### src/rtl/seq_divider_pkg.sv
// Shared definitions for the multdiv divider: FSM state encoding and the default operand width.
package seq_divider_pkg;

  localparam int DIV_WIDTH_DEFAULT = 32;

  typedef enum logic [1:0] {
    ST_IDLE = 2'd0,
    ST_RUN  = 2'd1,
    ST_DONE = 2'd2
  } div_state_e;

endpackage

### src/rtl/seq_divider_div_stage.sv
// One combinational restoring-division step on unsigned magnitudes: shift {rem,quo} left,
// trial-subtract the divisor, keep the difference only when it does not borrow.
module seq_divider_div_stage #(
  parameter int WIDTH = 32
) (
  input  logic [WIDTH-1:0] rem_i,
  input  logic [WIDTH-1:0] quo_i,
  input  logic [WIDTH-1:0] divisor_i,
  output logic [WIDTH-1:0] rem_o,
  output logic [WIDTH-1:0] quo_o
);

  logic [WIDTH:0] shifted;
  logic [WIDTH:0] diff;
  logic           borrow;

  // The partial remainder stays below the divisor, so one extra bit is enough to see the borrow.
  assign shifted = {rem_i, quo_i[WIDTH-1]};
  assign diff    = shifted - {1'b0, divisor_i};
  assign borrow  = diff[WIDTH];

  assign rem_o = borrow ? shifted[WIDTH-1:0] : diff[WIDTH-1:0];
  assign quo_o = {quo_i[WIDTH-2:0], ~borrow};

endmodule

### src/rtl/seq_divider.sv
// Multicycle signed divider (one restoring step per clock) behind the multdiv handshake.
// Define DIV_REMAINDER_EN to expose the signed remainder on data_remainder.
module seq_divider
  import seq_divider_pkg::*;
#(
  parameter int WIDTH = DIV_WIDTH_DEFAULT
) (
  input  logic             clock,
  input  logic             reset_n,
  input  logic             ctrl_DIV,
  input  logic [WIDTH-1:0] data_operandA,
  input  logic [WIDTH-1:0] data_operandB,
  output logic [WIDTH-1:0] data_result,
  output logic             data_exception,
  output logic             data_resultRDY,
  output logic             busy
`ifdef DIV_REMAINDER_EN
  ,
  output logic [WIDTH-1:0] data_remainder
`endif
);

  localparam int CW = $clog2(WIDTH + 1);

  div_state_e       state_q;
  logic [CW-1:0]    count_q;
  logic [WIDTH-1:0] rem_q;
  logic [WIDTH-1:0] quo_q;
  logic [WIDTH-1:0] div_q;
  logic             sign_q;
  logic [WIDTH-1:0] result_q;
  logic             exc_q;
  logic             rdy_q;
  logic             busy_q;
  logic [WIDTH-1:0] rem_d;
  logic [WIDTH-1:0] quo_d;
  logic [WIDTH-1:0] a_mag;
  logic [WIDTH-1:0] b_mag;
  logic             div_zero;

`ifdef DIV_REMAINDER_EN
  logic             sign_r_q;
  logic [WIDTH-1:0] rem_res_q;
`endif

  // MIN_INT maps onto itself here, which is exactly its unsigned magnitude.
  assign a_mag    = data_operandA[WIDTH-1] ? -data_operandA : data_operandA;
  assign b_mag    = data_operandB[WIDTH-1] ? -data_operandB : data_operandB;
  assign div_zero = (data_operandB == '0);

  seq_divider_div_stage #(
    .WIDTH(WIDTH)
  ) u_stage (
    .rem_i    (rem_q),
    .quo_i    (quo_q),
    .divisor_i(div_q),
    .rem_o    (rem_d),
    .quo_o    (quo_d)
  );

  // Start is honoured only from IDLE or DONE; a start seen while running is dropped.
  always_ff @(posedge clock or negedge reset_n) begin
    if (!reset_n) begin
      state_q   <= ST_IDLE;
      count_q   <= '0;
      rem_q     <= '0;
      quo_q     <= '0;
      div_q     <= '0;
      sign_q    <= 1'b0;
      result_q  <= '0;
      exc_q     <= 1'b0;
      rdy_q     <= 1'b0;
      busy_q    <= 1'b0;
`ifdef DIV_REMAINDER_EN
      sign_r_q  <= 1'b0;
      rem_res_q <= '0;
`endif
    end else begin
      rdy_q <= 1'b0;
      case (state_q)
        ST_IDLE, ST_DONE: begin
          if (ctrl_DIV) begin
            rem_q   <= '0;
            quo_q   <= a_mag;
            div_q   <= b_mag;
            sign_q  <= data_operandA[WIDTH-1] ^ data_operandB[WIDTH-1];
            count_q <= '0;
`ifdef DIV_REMAINDER_EN
            sign_r_q <= data_operandA[WIDTH-1];
`endif
            if (div_zero) begin
              state_q  <= ST_DONE;
              result_q <= '0;
              exc_q    <= 1'b1;
              rdy_q    <= 1'b1;
`ifdef DIV_REMAINDER_EN
              rem_res_q <= '0;
`endif
            end else begin
              state_q <= ST_RUN;
              busy_q  <= 1'b1;
            end
          end else begin
            state_q <= ST_IDLE;
          end
        end
        ST_RUN: begin
          rem_q <= rem_d;
          quo_q <= quo_d;
          if (count_q == CW'(WIDTH - 1)) begin
            state_q  <= ST_DONE;
            count_q  <= '0;
            result_q <= sign_q ? -quo_d : quo_d;
            exc_q    <= 1'b0;
            rdy_q    <= 1'b1;
            busy_q   <= 1'b0;
`ifdef DIV_REMAINDER_EN
            rem_res_q <= sign_r_q ? -rem_d : rem_d;
`endif
          end else begin
            count_q <= count_q + CW'(1);
          end
        end
        default: begin
          state_q <= ST_IDLE;
          busy_q  <= 1'b0;
        end
      endcase
    end
  end

  assign data_result    = result_q;
  assign data_exception = exc_q;
  assign data_resultRDY = rdy_q;
  assign busy           = busy_q;
`ifdef DIV_REMAINDER_EN
  assign data_remainder = rem_res_q;
`endif

endmodule
### config.mk
export PLATFORM = sky130hd
export DESIGN_NAME = seq_divider
export DESIGN_NICKNAME = d
export VERILOG_FILES = /design/src/rtl/seq_divider_pkg.sv /design/src/rtl/seq_divider_div_stage.sv /design/src/rtl/seq_divider.sv
export SDC_FILE = /design/constraint.sdc
export NUM_CORES = 1
export LEC_CHECK = 0
export ABC_AREA = 0
export CAP_MARGIN = 20
export CORE_ASPECT_RATIO = 0.9
export CORE_MARGIN = 2
export CORE_UTILIZATION = 40
export CTS_CLUSTER_DIAMETER = 30
export DETAILED_ROUTE_END_ITERATION = 8
export DONT_BUFFER_PORTS = 1
export PLACE_DENSITY_LB_ADDON = 0.2
export SYNTH_ARGS = -nofsm -noshare
export SYNTH_HDL_FRONTEND = slang
export SYNTH_SLANG_ARGS = --single-unit
export TNS_END_PERCENT = 5
### constraint.sdc
create_clock -name clock -period 7.3 [get_ports clock]
set_clock_uncertainty 0.1 [all_clocks]
set_input_delay 2.19 -clock clock [delete_from_list [all_inputs] [get_ports clock]]
set_output_delay 2.19 -clock clock [all_outputs]
set_load 0.05 [all_outputs]
==> metrics.md, run 1 <==
| Metric | Value |
|---|---|
| Worst path slowest cell | `or3b_2` |
| Period utilization | `70.54%` |
| Post-Route WL | `24.06 mm` |
| Worst Setup End Kind | `register` |
| Part of the Yosys area used for sequential elements | `37.62%` |
| Peak VDD IR | `0.2874 mV` |
| Num CTS Buffers | `17` |
| First-pass GRT wire length | `39.71 mm` |
| Largest net degree at the start of global routing | `141` |
| Post-Syn Area | `0.009313 sq mm` |
| Die width | `164.8 um` |
| Crit Path Category | `reg -> reg` |
| RSZ-0062 raised after global routing | `false` |
| Wirelength per Cell | `17.67 um` |
| Synth Instances | `about 1,100` |
| Yosys reg bits | `140` |
| Gate power share | `53.2%` |
| Setup Buffers After CTS | `0` |
| CTS tree | `done` |
| Routed vias | `7,670` |
| Final Power | `5.762 mW` |
| Maximum Capacitance Violations | `0` |
| Switch share | `47.37%` |
| Fmax | `slightly below 200 MHz` |
| Clock-pin slew on the worst setup and hold paths | `roughly 0.06 ns` |
| DIE HEIGHT | `148.8 um` |
| CTS resizes | `0` |
| Worst Path Max Fanout | `19` |
| Crit path max-delay family | `compound AO/OA/AOI/OAI gates` |
| CP peak stage delay | `roughly 0.52 ns` |
| FFs w/ async S/R, synth | `100.0%` |
| Drt drc | `0` |
| Full die area | `about 0.025 sq mm` |
| CP Cell Sequence | `inv_1, ha_1, fa_1, nand2b_1, a21oi_1, o21ai_0, a211o_1, a21o_1, a211o_1, clkinv_1, ha_1, or3b_2, nand2b_1, nand2b_1, o21ai_0, nand2_1, xnor2_1, o21ai_0` |
| HPWL after DPL | `17.16 mm` |
| ANT cells | `0` |
| # rows | `52` |
| Drt first pass iters | `4` |
| Sequential Power Share | `30.8%` |
| Final slew viol count | `0` |
| Area Overhead vs Synth | `9.204%` |
| Ports | `102` |
| CP required | `7.50 ns` |
| CTS Root Cell | `clkbuf_16` |
| PD cells | `between 500 and 600 mW/mm^2` |
| Syn nets | `approximately 1,200` |
| Vias in the first global route | `roughly 7,300` |
| Ratio of cells with drive above 1 in the final layout | `5.540%` |
| Antenna-violating nets left | `0` |
| Buf/Inv on CP | `2` |
| Cell-internal power | `between 3 and 4 mW` |
| Leak Pwr | `about 4.4 nW` |
| GRT Total Usage | `20.57%` |
| Clock power frac | `16.0%` |
| Slew HR | `53.14%` |
| Initial core utilization | `41.13%` |
| Top FF cell, synth | `dfrtp_1` |
| H-tree depth | `4` |
| Post-DR vias/cell | `between 5 and 6` |
| HP Class | `reg -> reg` |
| Gp weighted congestion | `0.8488` |
| Final Setup Violations | `0` |
| Critical Path Source Type | `register` |
| PortBufs | `0` |
| Final Hold Viols | `0` |
| Switch Pwr | `~2.7 mW` |
| Syn_area_per_cell | `~8.6 sq um` |
| Slew of the pin with the lowest slew margin | `about 0.7 ns` |
| Iter 0 DRT Violations | `approximately 510` |
| Core Region | `around 0.023 sq mm` |
| Synth unique cells | `59` |
| NumNets Final | `between 1,000 and 1,500` |
| Gr ovfl total | `0` |
| Setup TNS | `0 ns` |
| Cts hold-fix bufs | `0` |
| Bufs on Longest Clock Path | `2` |
| Worst skew pair latency | `0.43 ns` |
| Post-synth EDFFs | `0` |
| Initial antenna violation count | `0` |
| Final min period | `~5.1 ns` |
| CTS Sinks | `between 100 and 150` |
| Yosys warns | `0` |
| Status | `finished, final reports clean` |
| Worst EP arrival | `5.35 ns` |
## tightest hold or removal path, cell delays in order, from the launching register on
cell and delay [ns]:
dfrtp_1 0.34, nand2_1 0.04, o21ai_0 0.06
## power by group through the flow
stage	Combinational [mW]	Clock, mW	Sequential, mW
after floorplan	2.49	0	1.63
after global placement	3.02	0	1.78
after detailed placement	3.05	0	1.78
after CTS	3.07	0.941	1.77
after global routing	3.49	0.974	1.83
final	3.06	0.924	1.77
## cell type report
class                           instances  area, sq um
Timing Repair Buffer                    9        67.56
Fill cell                            2276        12470
Sequential cell                       140         3503
Multi-Input combinational cell        833         5413
Clock inverter                          9        135.1
Clock buffer                           23        488.0
Inverter                               51        191.4
Tap cell                              297        371.6
## cells by family after synthesis
group,share of synthesized area (%)
fa+ha+maj,5.052
flops,37.62
buf+inv,4.393
mux,2.929
compound gates,23.59
xor+xnor,10.25
simple gates,16.16
## worst paths after layout
path	from	to	slack, ns	depth (start not counted)
max	quo_q[31]	data_result[26]	2.15	18
min	div_q[10]	div_q[10]	0.38	2
max reg2reg	quo_q[31]	data_result[26]	2.15	18
min reg2reg	div_q[10]	div_q[10]	0.38	2
max in group asynchronous	reset_n	quo_q[22]	5.57	0
min in group asynchronous	reset_n	div_q[24]	1.36	0
## synthesized netlist by cell type (6+ instances only)
master	n	area share, %
a21o_1	14	1.1
a21oi_1	37	2.0
a22oi_1	36	2.9
a31oi_1	8	0.54
and3_1	11	0.74
buf_1	7	0.28
clkbuf_1	51	2.1
dfrtp_1	140	38
ha_1	36	4.8
inv_1	50	2.0
mux2i_1	25	2.7
nand2_1	140	5.6
nand2b_1	14	0.94
nand3_1	13	0.70
nor2_1	33	1.3
nor2b_1	13	0.87
nor3_1	12	0.64
nor4_1	8	0.54
o211ai_1	6	0.48
o21a_1	10	0.81
o21ai_0	165	8.9
o31ai_1	33	2.7
o41ai_1	10	0.94
or2_2	9	0.60
or3_1	18	1.2
or4_1	11	0.89
xnor2_1	23	2.2
xor2_1	86	8.1
## layout by cell type (no fill, tap or decap), types with 13 or more instances in the layout
cell type / netlist / final
a22oi_1: 36 / 36
inv_1: 50 / 50
a21oi_1: 37 / 37
o21ai_0: 165 / 165
o31ai_1: 33 / 33
or3_1: 18 / 18
ha_1: 36 / 36
nor2_1: 33 / 32
clkbuf_16: 0 / 17
mux2i_1: 25 / 25
nand3_1: 13 / 13
nand2_1: 140 / 140
xnor2_1: 23 / 23
nand2b_1: 14 / 13
xor2_1: 86 / 86
dfrtp_1: 140 / 140
a21o_1: 14 / 14
## state kept, by name (all words and copies together), names as in the netlist
name	count
busy	1
count_q	6
data_exception	1
data_result	32
data_resultRDY	1
div_q	32
quo_q	32
rem_q	32
sign_q	1
state_q	2
## per-layer routing
layer  routed length, um  share of wire (%)  global-route usage [%]  up-vias
met5                   0                  0                       0        -
met4                 231               0.96                   5.261        0
met3                1780                7.4                   5.838       19
met2                9475                 39                   27.13      176
met1               12580                 52                   32.38     3660
li1                    -                  -                       -     3815
## stage by stage
| stage | worst slack, ns | hold slack (ns) | area, sq um | utilization, % | instances |
|---|---|---|---|---|---|
| floorplan | 2.077 | 0.3462 | 9313 | - | 1082 |
| global placement | 1.976 | 0.3640 | 9547 | 42.16 | 1330 |
| detailed placement | 1.945 | 0.3712 | 9547 | 42.16 | 1330 |
| CTS | 2.181 | 0.3847 | 10170 | 44.92 | 1362 |
| global route | 1.918 | 0.3977 | 10170 | 44.92 | 1362 |
| finish | 2.151 | 0.3755 | 10170 | 44.92 | 1362 |
(Power assumes the default switching activity.)
==> run 2, diff against run 1 <==
Settings changed: ABC_AREA 0 to 1.
Clock period 7.3 ns to 4.44 ns, I/O delays scaled along.
==> metrics.md, run 2 <==
| Metric | Value |
|---|---|
| Status | `finished, final reports clean` |
| Initial antenna violation count | `0` |
| Yosys top cell area share | `between 30% and 40%` |
| Num CTS Buffers | `17` |
| Area Overhead vs Synth | `9.291%` |
| PD cells | `903.6 mW/mm^2` |
| Top FF cell, synth | `dfrtp_1` |
| Synth unique cells | `49` |
| CTS resizes | `0` |
| Hold slack | `0.3832 ns` |
| Setup WS post-layout | `0.6711 ns` |
| Die width | `170.7 um` |
| Worst skew pair latency | `0.42 ns` |
| Syn nets | `~1,500` |
| Reg-to-reg slack, setup | `around 0.67 ns` |
| CTS Sinks | `140` |
| Worst Path Max Fanout | `5` |
| ANT cells | `0` |
| Wirelength per Cell | `around 17 um` |
| Initial core utilization | `41.02%` |
| Ports | `just over 100` |
| NumNets Final | `1,499` |
| Maximum Capacitance Violations | `0` |
| Post-Place Cell Area | `0.01029 sq mm` |
| Slew of the pin with the lowest slew margin | `0.7279 ns` |
| Peak VDD IR | `0.3932 mV` |
| Final min period | `3.769 ns` |
| CTS Root Cell | `clkbuf_16` |
| Hold path start | `div_q[7]` |
| Post-DR vias/cell | `5.351` |
| PortBufs | `0` |
| Post-synth EDFFs | `0` |
| DIE HEIGHT | `154.0 um` |
| Commonest cells after routing, fill and taps aside | `356 x nand2_1, 167 x inv_1, 140 x dfrtp_1` |
| Fmax | `between 200 and 300 MHz` |
| FFs w/ async S/R, synth | `100.0%` |
| Register-to-Register Path Depth | `24` |
| H-tree depth | `4` |
| HPWL after DPL | `22.58 mm` |
| CTS tree | `done` |
| Slew HR | `51.40%` |
| HP Class | `reg -> reg` |
| Cts hold-fix bufs | `0` |
| Vias in the first global route | `approximately 8,800` |
| Setup slack at placement | `0.7647 ns` |
| Drt first pass iters | `6` |
| Fill cells | `2,537` |
| Final Hold Viols | `0` |
| Final core occ | `between 40% and 50%` |
| Full die area | `approximately 0.026 sq mm` |
| Syn_area_per_cell | `7.086 sq um` |
| Leak Pwr | `approximately 5 nW` |
| Post-Syn Area | `~0.010 sq mm` |
| Largest net degree at the start of global routing | `around 140` |
| Iter 0 DRT Violations | `793` |
| Top cells by area, synth | `dfrtp_1 35%, nand2_1 13%, inv_1 6.3%, nor2_1 4.9%, o21ai_0 4.7%` |
| Final slew viol count | `0` |
| Metal3 WL | `2.503 mm` |
| Worst EP arrival | `3.96 ns` |
| Worst r2r dst | `data_result[30]` |
| Clock-pin slew on the worst setup and hold paths | `0.07 ns` |
| Part of the Yosys area used for sequential elements | `35.01%` |
| # rows | `54` |
| Commonest cells in the netlist | `356 x nand2_1, 168 x inv_1, 140 x dfrtp_1` |
| Post-Route WL | `about 30 mm` |
| Core Region | `0.02439 sq mm` |
| Cell taking the most area after synthesis | `dfrtp_1` |
| Most common cell after layout, fill and taps aside | `nand2_1` |
| Antenna-violating nets left | `0` |
| Crit Path Category | `reg -> reg` |
| Ratio of cells with drive above 1 in the final layout | `under 10%` |
| Reg2reg start | `quo_q[31]` |
| Top Layer Used | `met4` |
| Yosys reg bits | `140` |
| Gr ovfl total | `0` |
| Critical Path Source Type | `register` |
| CP required | `4.63 ns` |
| Drt drc | `0` |
| Yosys warns | `0` |
| Met1 Wirelength | `15.91 mm` |
| Final Setup Violations | `0` |
| Setup TNS | `0 ns` |
| First-pass GRT wire length | `48.07 mm` |
| Period utilization | `84.88%` |
| CP endpoint | `data_result[30]` |
| Worst Setup End Kind | `register` |
| Setup Buffers After CTS | `0` |
| DR WL met2 | `11.33 mm` |
| Routed vias | `slightly above 9,000` |
| RSZ-0062 raised after global routing | `false` |
| Top-count cell post-synth | `nand2_1` |
| CP Launch Point | `quo_q[31]` |
| Synth Instances | `roughly 1,400` |
| GRT Total Usage | `23.37%` |
| Gp weighted congestion | `0.9356` |
| Bufs on Longest Clock Path | `2` |
| Post-layout instance area | `0.01094 sq mm` |
## run 2: changes by cell type in the layout (fill, tap and decap cells not counted), sizes merged, moves of 25 or more
cell,delta
a21oi,+42
nor2,+102
o21ai,-37
o221ai,+26
o31ai,-30
inv,+130
a22oi,-36
nand3,+63
xor2,-35
mux2i,-25
nand2,+225
## run 2: worst min path at each step
stage,to,cells after the start
floorplan,div_q[10],2
global placement,div_q[10],2
finish,div_q[7],2
detailed placement,div_q[7],2
global route,div_q[5],2
CTS,div_q[12],2
## run 2: area by class of cell
class | instances | area [sq um] | area share (%)
well taps | 336 | 420.4 | 3.844
repair buffers | 10 | 75.07 | 0.6865
multi-input cells | 1049 | 5630 | 51.49
clock buffers | 21 | 460.4 | 4.211
flip-flops and latches | 140 | 3503 | 32.04
clock inverters | 11 | 181.4 | 1.659
inverters | 177 | 664.4 | 6.076
## run 2: logic make-up (layout without fill, tap and decap cells)
| kind of cell | after synthesis | count (layout) | synth area share (%) |
|---|---|---|---|
| DFF | 140 | 140 | 35.01 |
| buffers and inverters | 223 | 219 | 8.741 |
| xor gates and xnor gates | 79 | 79 | 6.915 |
| and+or+nand+nor | 646 | 646 | 27.59 |
| adders and majority gates | 37 | 37 | 4.702 |
| AOI/OAI and AO/OA | 287 | 287 | 17.04 |
## run 2: metrics by stage
step | instances | power [mW]
after floorplan | 1412 | 6.941
after global placement | 1712 | 8.190
after detailed placement | 1712 | 8.241
after CTS | 1744 | 9.857
after global routing | 1744 | 10.79
final | 1744 | 9.882
## run 2: critical path, stage by stage, from the launching register on
cell	delay, ns
dfrtp_1	0.34
inv_1	0.06
ha_1	0.21
fa_1	0.40
inv_1	0.08
nand2_1	0.05
nand2_1	0.10
nand3_1	0.10
nand2_2	0.14
nand2_2	0.08
nand2_4	0.09
nand2_4	0.07
nand2_4	0.06
nand2_2	0.06
nand2_4	0.06
ha_1	0.17
nand3_1	0.15
nor3_2	0.21
nand2_1	0.17
nor3_2	0.28
a21oi_1	0.17
inv_1	0.10
nand2_1	0.06
o21ai_0	0.26
nand2_1	0.08
## run 2: layer usage
| layer | track usage (%) | up-vias |
|---|---|---|
| li1 | - | 4627 |
| met1 | 38.11 | 4354 |
| met2 | 30.58 | 329 |
| met3 | 5.637 | 23 |
| met4 | 4.233 | 0 |
| met5 | 0 | - |
## run 2: power breakdown
part | switching [mW] | internal [mW] | total [mW]
registers | 0.794 | 1.88 | 2.67
clock network | 0.590 | 0.981 | 1.57
logic | 3.62 | 2.02 | 5.64
==> run 3, diff against run 2 <==
Clock period 4.44 ns to 3.3 ns, I/O delays scaled along.
==> metrics.md, run 3 (synthesis results as in run 2) <==
| Metric | Value |
|---|---|
| PD cells | `1248 mW/mm^2` |
| Post-layout instance area | `0.01151 sq mm` |
| Peak VDD IR | `0.4133 mV` |
| HP Class | `in -> async` |
| First-pass GRT wire length | `~49 mm` |
| Most common cell after layout, fill and taps aside | `nand2_1` |
| Core Region | `0.02439 sq mm` |
| GR Util met1 | `39.75%` |
| Final Hold Viols | `0` |
| Final slew viol count | `0` |
| Period utilization | `99.75%` |
| RSZ-0062 raised after global routing | `true` |
| Ratio of cells with drive above 1 in the final layout | `between 10% and 20%` |
| Status | `finished, final reports clean` |
| Leak Pwr | `5.359 nW` |
| DIE HEIGHT | `between 150 and 200 um` |
| Setup TNS | `0 ns` |
| CTS Sinks | `140` |
| Full die area | `0.02630 sq mm` |
| Critical Path Source Type | `register` |
| Initial antenna violation count | `0` |
| Worst path slowest cell | `dfrtp_1` |
| Area Overhead vs Synth | `15.02%` |
| Crit Path Category | `reg -> reg` |
| Slew of the pin with the lowest slew margin | `0.7724 ns` |
| Final core occ | `47.18%` |
| Gr ovfl total | `0` |
| Final min period | `3.292 ns` |
| Worst skew pair latency | `0.44 ns` |
| Worst EP arrival | `3.51 ns` |
| Post-Place Cell Area | `0.01071 sq mm` |
| CTS tree | `done` |
| Clock-pin slew on the worst setup and hold paths | `0.07 ns` |
| Fill cells | `roughly 2,500` |
| Final Setup Violations | `0` |
| Drt first pass iters | `5` |
| PortBufs | `0` |
| Iter 0 DRT Violations | `approximately 890` |
| Worst Setup End Kind | `register` |
| Largest net degree at the start of global routing | `141` |
| Vias in the first global route | `8,892` |
| Final Power | `14.36 mW` |
| Drt drc | `0` |
| Cts hold-fix bufs | `0` |
| GRT Total Usage | `about 24%` |
| Initial core utilization | `41.02%` |
| HPWL after DPL | `23.21 mm` |
| Hold slack | `between 0.1 and 0.15 ns` |
| Met2 global-route usage | `31.02%` |
| Met3 usage | `5.302%` |
| Post-DR vias/cell | `5.293` |
| Num CTS Buffers | `17` |
| Most common cell on crit path | `nand2_1` |
| GRT busiest layer | `met1` |
| Worst Path Max Fanout | `3` |
| CP peak stage delay | `0.36 ns` |
| Maximum Capacitance Violations | `0` |
| Bufs on Longest Clock Path | `2` |
| H-tree depth | `4` |
| Slew HR | `48.45%` |
| CP required | `3.52 ns` |
| Commonest cells after routing, fill and taps aside | `351 x nand2_1, 161 x inv_1, 140 x dfrtp_1` |
| NumNets Final | `approximately 1,600` |
| CP Cell Sequence | `inv_1, ha_1, nand2_1, inv_2, a21oi_2, nand2_1, a21oi_4, nand3_2, nand2_4, ha_4, nand3_4, nor3_4, nand2_2, nor3_4, and3_1, nor2_2, nor2_2, nand2_1, nand2_1, o21ai_1` |
| ANT cells | `0` |
| # rows | `54` |
| Wirelength per Cell | `17.42 um` |
| Ports | `102` |
| CTS Root Cell | `clkbuf_16` |
| Antenna-violating nets left | `0` |
| Post-Route WL | `31.35 mm` |
| Fmax | `between 300 and 400 MHz` |
| Gp weighted congestion | `around 0.92` |
| Die width | `170.7 um` |
| Routed vias | `9,527` |
==> run 3: changes by cell type in the layout (fill, tap and decap cells not counted), sizes merged <==
cell      before  now
buf           10   66
bufinv         4    1
clkbuf        21   20
clkinvlp       2    4
inv          180  182
==> run 3: where the power goes <==
| part | leakage [nW] | total, mW | internal, mW | switching [mW] |
|---|---|---|---|---|
| clock network | 0.278 | 1.98 | 1.11 | 0.864 |
| logic | 3.48 | 8.75 | 3.51 | 5.24 |
| registers | 1.61 | 3.63 | 2.52 | 1.11 |
| total | 5.36 | 14.4 | 7.14 | 7.22 |
==> run 3: final cells by class <==
class / count / area, sq um / share of cell area, %
well taps: 336 / 420.4 / 3.653
repair buffers: 66 / 520.5 / 4.523
clock buffers: 20 / 466.7 / 4.055
clock inverters: 12 / 123.9 / 1.076
flip-flops and latches: 140 / 3503 / 30.44
multi-input cells: 1049 / 5809 / 50.48
inverters: 177 / 664.4 / 5.773
==> run 3: worst paths after layout <==
| check | startpoint | slack, ns | to | depth (start not counted) |
|---|---|---|---|---|
| worst min-delay path | reset_n | 0.14 | div_q[10] | 0 |
| worst max register to register | div_q[23] | 0.008 | data_result[28] | 20 |
| worst max-delay path | div_q[23] | 0.008 | data_result[28] | 20 |
| worst min register to register | div_q[4] | 0.38 | div_q[4] | 2 |
| max in group asynchronous | reset_n | 2.73 | data_result[4] | 0 |
| min in group clock | div_q[4] | 0.38 | div_q[4] | 2 |
==> run 3: repair_timing <==
| action | in CTS | in global routing |
|---|---|---|
| pin swaps | 0 | 17 |
| gates resized for setup | 2 | 38 |
| cloned | 0 | 0 |
| setup buffers | 0 | 4 |
| endpoints found under the setup margin | 7 | 13 |
==> run 3: stage by stage <==
step	instances	setup WS [ns]
after floorplan	1412	-0.05431
after global routing	1800	-0.1851
after global placement	1764	0.02716
after detailed placement	1764	-0.03576
after CTS	1796	-0.04566
final	1800	0.008388
==> run 3: critical path: cells and delay by family (launching register included) <==
kind                     cells  cell delay [ns]
AND/OR/NAND/NOR             13             1.71
adder cells (fa/ha/maj)      2             0.42
AO/OA/AOI/OAI                3             0.42
flip-flops                   1             0.36
buffers and inverters        2             0.17
==> run 3: routing by layer <==
metal	vias up	share of wire [%]
li1	4753	-
met3	29	8.3
met1	4424	52
met4	0	1.1
met5	-	0
met2	321	39
